**config.mk**
```make
export PLATFORM = sky130hd
export DESIGN_NAME = iob_l2_arbiter
export DESIGN_NICKNAME = d
export VERILOG_FILES = /design/src/rtl/iob_l2_arbiter.sv
export SDC_FILE = /design/constraint.sdc
export NUM_CORES = 1
export LEC_CHECK = 0
export CAP_MARGIN = 10
export CELL_PAD_IN_SITES_DETAIL_PLACEMENT = 0
export CELL_PAD_IN_SITES_GLOBAL_PLACEMENT = 1
export CORE_MARGIN = 1
export CORE_UTILIZATION = 11
export DETAILED_ROUTE_END_ITERATION = 16
export PLACE_DENSITY = 0.94
export SLEW_MARGIN = 30
export SYNTH_ARGS = -nofsm -noshare
export SYNTH_HDL_FRONTEND = slang
export SYNTH_SLANG_ARGS = --single-unit
export TNS_END_PERCENT = 1
```
**constraint.sdc**
```tcl
create_clock -name clk -period 1.6 [get_ports clk]
set_input_delay 0.24 -clock clk [delete_from_list [all_inputs] [get_ports clk]]
set_output_delay 0.24 -clock clk [all_outputs]
set_load 0.01 [all_outputs]
```
**src/rtl/iob_l2_arbiter.sv**
```systemverilog
`default_nettype none
// ============================================================================
// Module      : iob_l2_arbiter
// Description : Round-robin arbiter that shares one L2 cache port between
//               N_MASTERS L1 back-ends and sequences L2 invalidation
//               (drain, wait for write buffer empty, fire force_inv).
//               Define L2ARB_FIXED_PRIO_EN for fixed lowest-index priority.
// Revision    : 1.0 - initial release
// ============================================================================
module iob_l2_arbiter #(
    parameter int N_MASTERS = 2,
    parameter int ADDR_W    = 24,
    parameter int DATA_W    = 32
) (
    input  logic                          clk,
    input  logic                          rst,
    input  logic [N_MASTERS-1:0]          m_valid,
    input  logic [N_MASTERS*ADDR_W-1:0]   m_addr,
    input  logic [N_MASTERS*DATA_W-1:0]   m_wdata,
    input  logic [N_MASTERS*DATA_W/8-1:0] m_wstrb,
    output logic [N_MASTERS*DATA_W-1:0]   m_rdata,
    output logic [N_MASTERS-1:0]          m_ready,
    output logic                          s_valid,
    output logic [ADDR_W-1:0]             s_addr,
    output logic [DATA_W-1:0]             s_wdata,
    output logic [DATA_W/8-1:0]           s_wstrb,
    input  logic [DATA_W-1:0]             s_rdata,
    input  logic                          s_ready,
    input  logic                          inv_req,
    input  logic                          wtb_empty,
    output logic                          force_inv,
    output logic                          inv_busy
);

    localparam int c_gw = (N_MASTERS > 1) ? $clog2(N_MASTERS) : 1;
    localparam int c_pw = c_gw + 1;
    localparam int c_sw = DATA_W / 8;
    localparam logic [c_gw-1:0] c_last = c_gw'(N_MASTERS - 1);
    localparam logic [c_pw-1:0] c_n    = c_pw'(N_MASTERS);

    typedef enum logic [1:0] {
        ST_IDLE     = 2'd0,
        ST_BUSY     = 2'd1,
        ST_INV_WAIT = 2'd2,
        ST_INV_FIRE = 2'd3
    } state_t;

    state_t                  r_state, w_state_nxt;
    logic [c_gw-1:0]         r_grant, w_grant_nxt;
    logic [c_gw-1:0]         r_rr_ptr, w_rr_ptr_nxt;
    logic                    r_inv_pending, w_inv_pending_nxt;
    logic [c_gw-1:0]         w_pick;
    logic [c_pw-1:0]         w_sum;
    logic [2*N_MASTERS-1:0]  w_rot;
    logic                    w_gvalid;
    logic                    w_busy;

    assign w_busy   = (r_state == ST_BUSY);
    assign inv_busy = r_inv_pending || (r_state == ST_INV_WAIT) || (r_state == ST_INV_FIRE);

    always_ff @(posedge clk or posedge rst) begin
        if (rst) begin
            r_state       <= ST_IDLE;
            r_grant       <= '0;
            r_rr_ptr      <= '0;
            r_inv_pending <= 1'b0;
        end else begin
            r_state       <= w_state_nxt;
            r_grant       <= w_grant_nxt;
            r_rr_ptr      <= w_rr_ptr_nxt;
            r_inv_pending <= w_inv_pending_nxt;
        end
    end

    // Rotate requests so bit k is master (rr_ptr+k); the lowest set bit wins.
    // With the pointer held at zero this degenerates to fixed priority.
    always_comb begin
        w_rot  = {m_valid, m_valid} >> r_rr_ptr;
        w_pick = '0;
        w_sum  = '0;
        for (int k = N_MASTERS - 1; k >= 0; k--) begin
            if (w_rot[k]) begin
                w_sum = {1'b0, r_rr_ptr} + c_pw'(k);
                if (w_sum >= c_n) begin
                    w_sum = w_sum - c_n;
                end
                w_pick = w_sum[c_gw-1:0];
            end
        end
    end

    always_comb begin
        w_gvalid = 1'b0;
        s_addr   = '0;
        s_wdata  = '0;
        s_wstrb  = '0;
        for (int i = 0; i < N_MASTERS; i++) begin
            if (r_grant == c_gw'(i)) begin
                w_gvalid = m_valid[i];
                s_addr   = m_addr[i*ADDR_W +: ADDR_W];
                s_wdata  = m_wdata[i*DATA_W +: DATA_W];
                s_wstrb  = m_wstrb[i*c_sw +: c_sw];
            end
        end
    end

    always_comb begin
        w_state_nxt       = r_state;
        w_grant_nxt       = r_grant;
        w_rr_ptr_nxt      = r_rr_ptr;
        w_inv_pending_nxt = r_inv_pending || inv_req;
        s_valid           = 1'b0;
        force_inv         = 1'b0;
        case (r_state)
            ST_IDLE: begin
                if (r_inv_pending || inv_req) begin
                    w_state_nxt = ST_INV_WAIT;
                end else if (|m_valid) begin
                    w_grant_nxt = w_pick;
                    w_state_nxt = ST_BUSY;
                end
            end
            ST_BUSY: begin
                s_valid = w_gvalid;
                if (s_ready) begin
`ifdef L2ARB_FIXED_PRIO_EN
                    w_rr_ptr_nxt = '0;
`else
                    w_rr_ptr_nxt = (r_grant == c_last) ? '0 : r_grant + 1'b1;
`endif
                    w_state_nxt  = ST_IDLE;
                end
            end
            ST_INV_WAIT: begin
                if (wtb_empty) begin
                    w_state_nxt = ST_INV_FIRE;
                end
            end
            ST_INV_FIRE: begin
                // Requests arriving in this cycle are covered by this strobe.
                force_inv         = 1'b1;
                w_inv_pending_nxt = 1'b0;
                w_state_nxt       = ST_IDLE;
            end
            default: begin
                w_state_nxt = ST_IDLE;
            end
        endcase
    end

    for (genvar gi = 0; gi < N_MASTERS; gi++) begin : g_rsp
        assign m_ready[gi] = w_busy && (r_grant == c_gw'(gi)) && s_ready;
        assign m_rdata[gi*DATA_W +: DATA_W] = (w_busy && (r_grant == c_gw'(gi))) ? s_rdata : '0;
    end

endmodule
`default_nettype wire

```
### Word-level counts from Yosys, hierarchy flattened

Cells that the tools add are included.

| word-level totals | value |
|---|---|
| flip-flop bits (word level) | 5 |
| bits of input ports | 159 |
| output and inout bits | 129 |
| logic and storage cells | 50 |

| operators by class | value |
|---|---|
| add/sub/neg operators | 4 |
| magnitude comparators | 2 |
| equal/unequal tests | 6 |
| shifts and indexed selects | 1 |
| multiplexer cells | 19 |
| bitwise gates (word level) | 2 |
| reduce and logical (&&, ||, !) cells | 12 |

Operators by type and width:

| operator | count |
|---|---|
| $mux 32 | 3 |
| $mux 24 | 1 |
| $mux 1 | 9 |
| $mux 2 | 4 |
| $pmux 2 s4 | 1 |
| $reduce_and 3->1 | 2 |
| $eq 2x2->1 const B | 2 |
| $logic_and 1x1->1 | 4 |
| $mux 4 | 1 |
| $ne 2x2->1 const B | 2 |
| $shr 4x1->2 | 1 |
| $logic_or 1x1->1 | 3 |
| $ne 3x3->1 const B | 1 |
| $add 1x1->2 const B | 1 |
| $eq 2x1->1 const B | 1 |
| $ge 1x2->1 const B | 1 |
| $ge 2x2->1 const B | 1 |
| $logic_not 2->1 | 1 |
| $not 1->1 | 2 |
| $reduce_and 2->1 | 1 |
| $reduce_or 2->1 | 1 |
| $sub 1x1->1 const B | 2 |
| $add 1x1->1 const B | 1 |

### Depth between registers and ports, before layout

Gate-level depths: netlist of the first run.

| logic depth | value |
|---|---|
| depth after elaboration | 5 |
| gate-level depth with buffers | 5 |
| mapped depth without buffers | 3 |

### Worst setup path after synthesis of the first run

OpenSTA, ideal clock, no wires.

| path | value |
|---|---|
| path type | flip-flop to output port |
| start | reg r_grant |
| end | out s_addr[3] |
| arrival | 1,173 ps |
| required time | 1,360 ps |
| path slack | 187 ps |
| stages on the path, launching flop included | 5 |
| buffers on the path | 3 |
| cells stage by stage | dfrtp_1 buf_2 buf_2 buf_2 mux2_2 |

| between the ends | value |
|---|---|
| word-level cells in the longest chain between the ends | 1 |

Ends and longest elaborated chain:

| what | RTL line | source |
|---|---|---|
| from (decl) | 49 | `logic [c_gw-1:0] r_grant, w_grant_nxt;` |
| from (signal assigned) | 69 | `r_grant <= w_grant_nxt;` |
| $mux 24 | 98 | `if (r_grant == c_gw'(i)) begin` |
| to (decl) | 24 | `output logic [ADDR_W-1:0] s_addr,` |

Every way passes these cells.

### Worst setup path in the final report of the first run

| path | value |
|---|---|
| start | reg r_grant |
| end | out m_rdata[1] |

| between the ends | value |
|---|---|
| word-level cells in the longest chain between the ends | 3 |

Ends and longest elaborated chain:

| what | RTL line | source |
|---|---|---|
| $not 1->1 | 153 | `assign m_rdata[gi*DATA_W +: DATA_W] = (w_busy && (r_grant == c_gw'(gi))) ? s_rdata : '0;` |
| $logic_and 1x1->1 | 153 |  |
| $mux 32 | 153 |  |
| to (decl) | 21 | `output logic [N_MASTERS*DATA_W-1:0] m_rdata,` |

Every way passes these cells.

==> results of run 1 <==
==> kinds of logic after synthesis <==
kind of cell,share of synthesized area (%)
compound gates,2.717
flops,8.764
simple gates,34.36
buf+inv,6.836
mux,47.33
==> per-layer routing <==
metal / up-vias / part of all wire [%] / track usage (%)
met3: 4 / 9.0 / 2.040
li1: 1224 / - / -
met2: 157 / 51 / 26.19
met4: 0 / 0.29 / 1.795
met5: - / 0 / 0
met1: 1176 / 39 / 15.98
==> state kept, by name, indices dropped and copies added (netlist names) <==
signal,count
r_grant,1
r_inv_pending,1
r_rr_ptr,1
r_state,2
==> what timing repair did <==
item | in CTS | in global routing
pin swaps | 1 | 9
gates resized for setup | 559 | 37
buffers inserted | 11 | 1
cloned | 7 | 1
hold buffers | 0 | 0
endpoints found under the setup margin | 129 | 128
==> critical path: stages (launching register included) <==
cell and delay (ns):
dfrtp_4 0.49, buf_8 0.14, and2b_4 0.25, buf_8 0.14, clkbuf_16 0.15, and2_1 0.10, buf_2 0.12
==> synth_stat cells <==
library cell	instances
nor2b_1	1
and2b_4	1
a221oi_1	1
a22o_1	1
and2_1	33
and3_1	33
dfrtp_1	5
nor4_1	1
inv_1	2
clkbuf_1	6
a21oi_1	3
buf_2	9
or2_2	2
buf_4	3
mux2_2	60
nand2_1	2
nand2b_1	1
a31oi_1	1
nor2_1	6
and2_0	1
==> power groups by stage <==
stage	Sequential (mW)	Clock, mW	Combinational, mW
2_1_floorplan	0.229	0	1.95
3_3_place_gp	0.268	0	4.21
3_5_place_dp	0.266	0	4.25
4_1_cts	0.251	0.410	5.10
5_1_grt	0.262	0.416	5.54
6_report	0.251	0.406	5.23
==> layout make-up <==
cell class              count  area, um2
inverters                   2      7.507
fillers                  1284       7714
flip-flops and latches      5      128.9
multi-input cells         147       1259
repair buffers            322       3217
well taps                 172      215.2
clock buffers               4      78.83
==> placed cells by master (no fill, tap or decap), types with 11 or more instances in the layout <==
| cell | n |
|---|---|
| clkdlybuf4s50_1 | 158 |
| buf_2 | 56 |
| buf_4 | 14 |
| and2_4 | 11 |
| and3_1 | 30 |
| clkdlybuf4s15_2 | 12 |
| buf_6 | 62 |
| and2_1 | 22 |
| mux2_2 | 59 |
==> worst paths after layout <==
| check | from | endpoint | slack, ns | cells after the start |
|---|---|---|---|---|
| setup reg to reg | r_state[1]$_DFFE_PP0P_ | r_grant$_DFFE_PP0P_ | 0.33 | 5 |
| hold reg to reg | r_rr_ptr$_DFFE_PP0P_ | r_rr_ptr$_DFFE_PP0P_ | 0.50 | 2 |
| min in group clk | r_rr_ptr$_DFFE_PP0P_ | r_rr_ptr$_DFFE_PP0P_ | 0.50 | 2 |
| setup / recovery | r_grant$_DFFE_PP0P_ | m_rdata[1] | -0.26 | 6 |
| max in group asynchronous | rst | r_grant$_DFFE_PP0P_ | 1.16 | 2 |
| hold / removal | rst | r_inv_pending$_DFF_PP0_ | 0.23 | 2 |
==> results.txt, run 1 <==
Status = complete, but fails checks
Failing checks = setup timing
Final #Nets = 640
Post-detailed-route count of antenna-violating nets = 0
#FFs+latches synth = 5
Int Pwr = 3.726 mW
Number of vias per cell = 3.928
Setup crit end kind = primary output
Yosys warning count = 0
Final core occ = 38.88%
CTS clock-pin slew for the worst setup and hold paths = 0.03 ns
Initial Util = 11.31%
Critical Path RT = 1.36 ns
Vias in the first global route = 2667
Switching power = 2.163 mW
Number of diodes = 0
DR DRC count = 0
Worst VDD drop = 682.6 uV
PortBufs = 287
Sw frac = 36.73%
Die area = 0.01344 mm2
Layout area overhead = 243.6%
Cts bufs inserted = 3
H-Tree Depth = 1
Die W = 115.9 um
Largest net degree at the start of global routing = 24
Final Cycle Share = 116.6%
Clock sinks = 5
Final Cell Area = 0.004906 mm2
Top cell type's share of synthesized area = 47.33%
Root Driver = clkbuf_16
Total Routed Length = 10.13 mm
Final worst slack = -0.2650 ns
Sequential share of power = 4.3%
Via count = 2561
Boundary Pins = 288
Die Height = 115.9 um
First-pass GRT wire length = 13.86 mm
Gr usage total = 13.57%
Worst-path fanout max = 5
Syn Std Cell Area = 0.001428 mm2
Clk_lat worst skew = 0.23 ns
Cells after DPL = 628
Fin cells = 652
Final setup fails = 122
Synth cell types = 20
Hold Violations, Final = 0
Final HPWL DP = 7.752 mm
Critical path class = reg2out
Routed len/inst = 15.53 um
TritonCTS clock tree = yes
Max-cap violations = 0
Detailed Routing Iterations Pass 1 = 2
Top cells by area, synth = mux2_2 47%, and2_1 14%, and3_1 14%
Critical Path AT = 1.62 ns
Worst-Margin Slew = 0.2268 ns
Worst Hold Slack = 0.2325 ns
GRT overflow = 0
Site Rows = 41
Setup TNS = -19.00 ns
Hold WC Path Type = in2async
Clock Power Share = 6.9%
RSZ-0062 raised after global routing = true
Yosys top cell by area = mux2_2
Min Tclk post-route = 1.865 ns
Logic pwr share = 88.8%
Leak = 2.281 nW
Placed Instance Area = 0.004582 mm2
Layout cell share with drive strength beyond 1 = 51.04%
PD cells = 1200 mW/mm2
Initial antenna violation count = 0
Worst rel slew slack = 84.74%
Layout Skew = 0.0002802 ns
Mapped Nets = 331
Syn avg cell area = 8.300 um2
Startpoint types = flip-flop
Clock buffer depth = 2
DRT iter0 DRCs = 33
Routability cong. = 0.7599
Worst slack, placed = -0.2938 ns
Max-slew violations = 0
Fmax = 536.2 MHz
Sequential area share after synthesis = 8.764%
CORE AREA = 0.01262 mm2
Final Power = 5.888 mW
Cell count after synthesis = 172
(Power assumes the default switching activity.)
==> run 2, diff against run 1 <==
--- a/config.mk
+++ b/config.mk
@@ -8,7 +8,6 @@
 export CAP_MARGIN = 10
 export CELL_PAD_IN_SITES_DETAIL_PLACEMENT = 0
 export CELL_PAD_IN_SITES_GLOBAL_PLACEMENT = 1
-export CORE_MARGIN = 1
 export CORE_UTILIZATION = 11
 export DETAILED_ROUTE_END_ITERATION = 16
 export PLACE_DENSITY = 0.94
==> results of run 2 <==
The final DEF is identical to that of run 1; final timing and power are the same.
==> run 3, diff against run 2 <==
--- a/config.mk
+++ b/config.mk
@@ -8,9 +8,9 @@
 export CAP_MARGIN = 10
 export CELL_PAD_IN_SITES_DETAIL_PLACEMENT = 0
 export CELL_PAD_IN_SITES_GLOBAL_PLACEMENT = 1
-export CORE_UTILIZATION = 11
+export CORE_UTILIZATION = 10
 export DETAILED_ROUTE_END_ITERATION = 16
-export PLACE_DENSITY = 0.94
+export PLACE_DENSITY = 0.91
 export SLEW_MARGIN = 30
 export SYNTH_ARGS = -nofsm -noshare
 export SYNTH_HDL_FRONTEND = slang
==> constraint.sdc (replaced) <==
create_clock -name clk -period 1.56 [get_ports clk]
set_input_delay 0.234 -clock clk [delete_from_list [all_inputs] [get_ports clk]]
set_output_delay 0.234 -clock clk [all_outputs]
set_load 0.01 [all_outputs]
==> run 3 against run 2 <==
The flow still finishes with violations (setup timing). Utilization shrank 5.5 points. Setup slack got worse by 0.012 ns. Combinational power is 6.9% lower. Clock-buffer cell count unchanged. Clock power grew 5.9%. Non-clock buffer count rose by 5. Critical endpoint is now s_addr[23]. Largest power group unchanged. Highest routed layer unchanged.
==> results.txt, run 3 (synthesized netlist as in run 1, its figures left out) <==
Logic pwr share = 87.1% (was 88.8%)
Final HPWL DP = 7.581 mm (was 7.752 mm)
Max-slew violations = 0 (unchanged)
Layout Skew = 0.0002880 ns (was 0.0002802 ns)
Clk_lat worst skew = 0.23 ns (about the same)
Detailed Routing Iterations Pass 1 = 4 (was 2)
Sequential share of power = 5.2% (was 4.3%)
Critical path class = reg2out (unchanged)
Fmax = 544.3 MHz
Number of hold buffers added after CTS = 0 (unchanged)
Final Cell Area = 0.004636 mm2 (was 0.004906 mm2)
Boundary Pins = 288 (unchanged)
Placed Instance Area = 0.004702 mm2 (was 0.004582 mm2)
Die Height = 121.5 um (was 115.9 um)
Vias in the first global route = 2483 (was 2667)
Max-cap violations = 0 (unchanged)
Max reg flops = 2 (unchanged)
Cts bufs inserted = 3 (unchanged)
Final setup fails = 124 (was 122)
Root Driver = clkbuf_16 (unchanged)
FF-to-FF path depth = 5 (unchanged)
CTS clock-pin slew for the worst setup and hold paths = 0.03 ns (about the same)
Status = complete, but fails checks (unchanged)
DR DRC count = 0 (unchanged)
Min Tclk post-route = 1.837 ns
Worst VDD drop = 681.8 uV (was 682.6 uV)
Worst-Margin Slew = 0.2200 ns (was 0.2268 ns)
Layout area overhead = 224.7% (was 243.6%)
Via count = 2517 (was 2561)
Failing checks = setup timing (unchanged)
Leak = 2.242 nW (was 2.281 nW)
Switching power = 2.081 mW (was 2.163 mW)
Final #Nets = 645 (was 640)
Total Routed Length = 9.501 mm (was 10.13 mm)
Gr usage total = 11.50% (was 13.57%)
Clock buffer depth = 2 (unchanged)
Critical Path RT = 1.33 ns (was 1.36 ns)
Initial Util = 10.28% (was 11.31%)
Number of diodes = 0 (unchanged)
GRT overflow = 0 (unchanged)
PD cells = 1207 mW/mm2 (was 1200 mW/mm2)
Clock sinks = 5 (unchanged)
Hold WC Path Type = in2async (unchanged)
Startpoint types = flip-flop (unchanged)
Most frequent cells in the layout = 158 x clkdlybuf4s50_1, 82 x buf_2, 60 x mux2_2 (was 158 x clkdlybuf4s50_1, 62 x buf_6, 59 x mux2_2)
Worst Hold Slack = 0.2268 ns (was 0.2325 ns)
Routed len/inst = 14.29 um (was 15.53 um)
Most flops, register = r_state (unchanged)
Die area = 0.01476 mm2 (was 0.01344 mm2)
Worst-path fanout max = 7 (was 5)
First-pass GRT wire length = 13.26 mm (was 13.86 mm)
Routability cong. = 0.7431 (was 0.7599)
Setup crit end kind = primary output (unchanged)
Layout cell share with drive strength beyond 1 = 49.07% (was 51.04%)
Critical Path AT = 1.60 ns (was 1.62 ns)
CORE AREA = 0.01388 mm2 (was 0.01262 mm2)
PortBufs = 287 (unchanged)
Largest net degree at the start of global routing = 34 (was 24)
Number of vias per cell = 3.785 (was 3.928)
Final Cycle Share = 117.8%
Int Pwr = 3.513 mW (was 3.726 mW)
Sw frac = 37.20% (was 36.73%)
RSZ-0062 raised after global routing = true (unchanged)
Clock Power Share = 7.7% (was 6.9%)
H-Tree Depth = 1 (unchanged)
Site Rows = 43 (was 41)
TritonCTS clock tree = yes (unchanged)
Initial antenna violation count = 0 (unchanged)
Hold Violations, Final = 0 (unchanged)
Fill cell count = 1422 (was 1284)
Most common cell after layout, fill and taps aside = clkdlybuf4s50_1 (unchanged)
Final worst slack = -0.2771 ns (was -0.2650 ns)
Worst rel slew slack = 85.20% (was 84.74%)
Post-detailed-route count of antenna-violating nets = 0 (unchanged)
DRT iter0 DRCs = 52 (was 33)
Die W = 121.5 um (was 115.9 um)
-- run 3: cell count changes in the layout (fill, tap and decap cells not counted), sizes merged --
cell,before,now
buf,148,154
clkbuf,6,12
dlygate4sd2,1,2
bufbuf,1,0
clkdlybuf4s15,12,5
-- run 3: worst max-delay path, stage by stage (launching register included) --
cell,delay [ns]
dfrtp_4,0.54
buf_4,0.17
buf_12,0.13
buf_4,0.14
mux2_2,0.27
buf_6,0.12
-- run 3: repair_timing --
| action | in CTS | in global routing |
|---|---|---|
| gates resized for setup | 516 | 31 |
| buffers inserted | 3 | 4 |
| cloned | 4 | 1 |
| endpoints found under the setup margin | 129 | 124 |
| pin swaps | 8 | 2 |
-- run 3: final cells by class --
| type | instances | area [um2] | area share [%] |
|---|---|---|---|
| Timing Repair Buffer | 327 | 2973 | 64.13 |
| Multi-Input combinational cell | 147 | 1222 | 26.37 |
| Tap cell | 180 | 225.2 | 4.858 |
| Sequential cell | 5 | 128.9 | 2.780 |
| Clock buffer | 4 | 78.83 | 1.700 |
| Inverter | 2 | 7.507 | 0.1619 |
-- run 3: per-layer routing --
| layer | GRT usage (%) | vias up | wire length [um] |
|---|---|---|---|
| met1 | 12.18 | 1155 | 3504 |
| met4 | 1.929 | 0 | 82 |
| li1 | - | 1235 | - |
| met5 | 0 | - | 0 |
| met3 | 2.115 | 5 | 796 |
| met2 | 23.26 | 122 | 5117 |
-- run 3: worst paths after layout --
kind,from,end,slack [ns]
max,r_grant$_DFFE_PP0P_,s_addr[23],-0.28
min,rst,r_inv_pending$_DFF_PP0_,0.23
max reg2reg,r_state[1]$_DFFE_PP0P_,r_grant$_DFFE_PP0P_,0.31
min reg2reg,r_rr_ptr$_DFFE_PP0P_,r_rr_ptr$_DFFE_PP0P_,0.51
max in group asynchronous,rst,r_grant$_DFFE_PP0P_,1.14
min in group clk,r_rr_ptr$_DFFE_PP0P_,r_rr_ptr$_DFFE_PP0P_,0.51
-- run 3: power by group through the flow --
| stage | clock network, mW | registers [mW] | logic, mW |
|---|---|---|---|
| floorplan | 0 | 0.234 | 2.00 |
| finish | 0.430 | 0.290 | 4.87 |
| CTS | 0.439 | 0.314 | 4.71 |
| global placement | 0 | 0.258 | 4.52 |
| detailed placement | 0 | 0.261 | 4.58 |
| global route | 0.443 | 0.303 | 5.21 |
-- run 3: metrics by stage --
| stage | std cells | setup TNS [ns] | utilization [%] | power, mW | setup WS (ns) |
|---|---|---|---|---|---|
| 2_1_floorplan | 172 | 0 | - | 2.230 | 0.1525 |
| 3_3_place_gp | 649 | -27.67 | 33.87 | 4.781 | -0.2930 |
| 3_5_place_dp | 649 | -28.84 | 33.87 | 4.839 | -0.3196 |
| 4_1_cts | 660 | -21.87 | 32.89 | 5.463 | -0.3885 |
| 5_1_grt | 665 | -24.92 | 33.40 | 5.956 | -0.3173 |
| 6_report | 665 | -19.88 | 33.40 | 5.594 | -0.2771 |
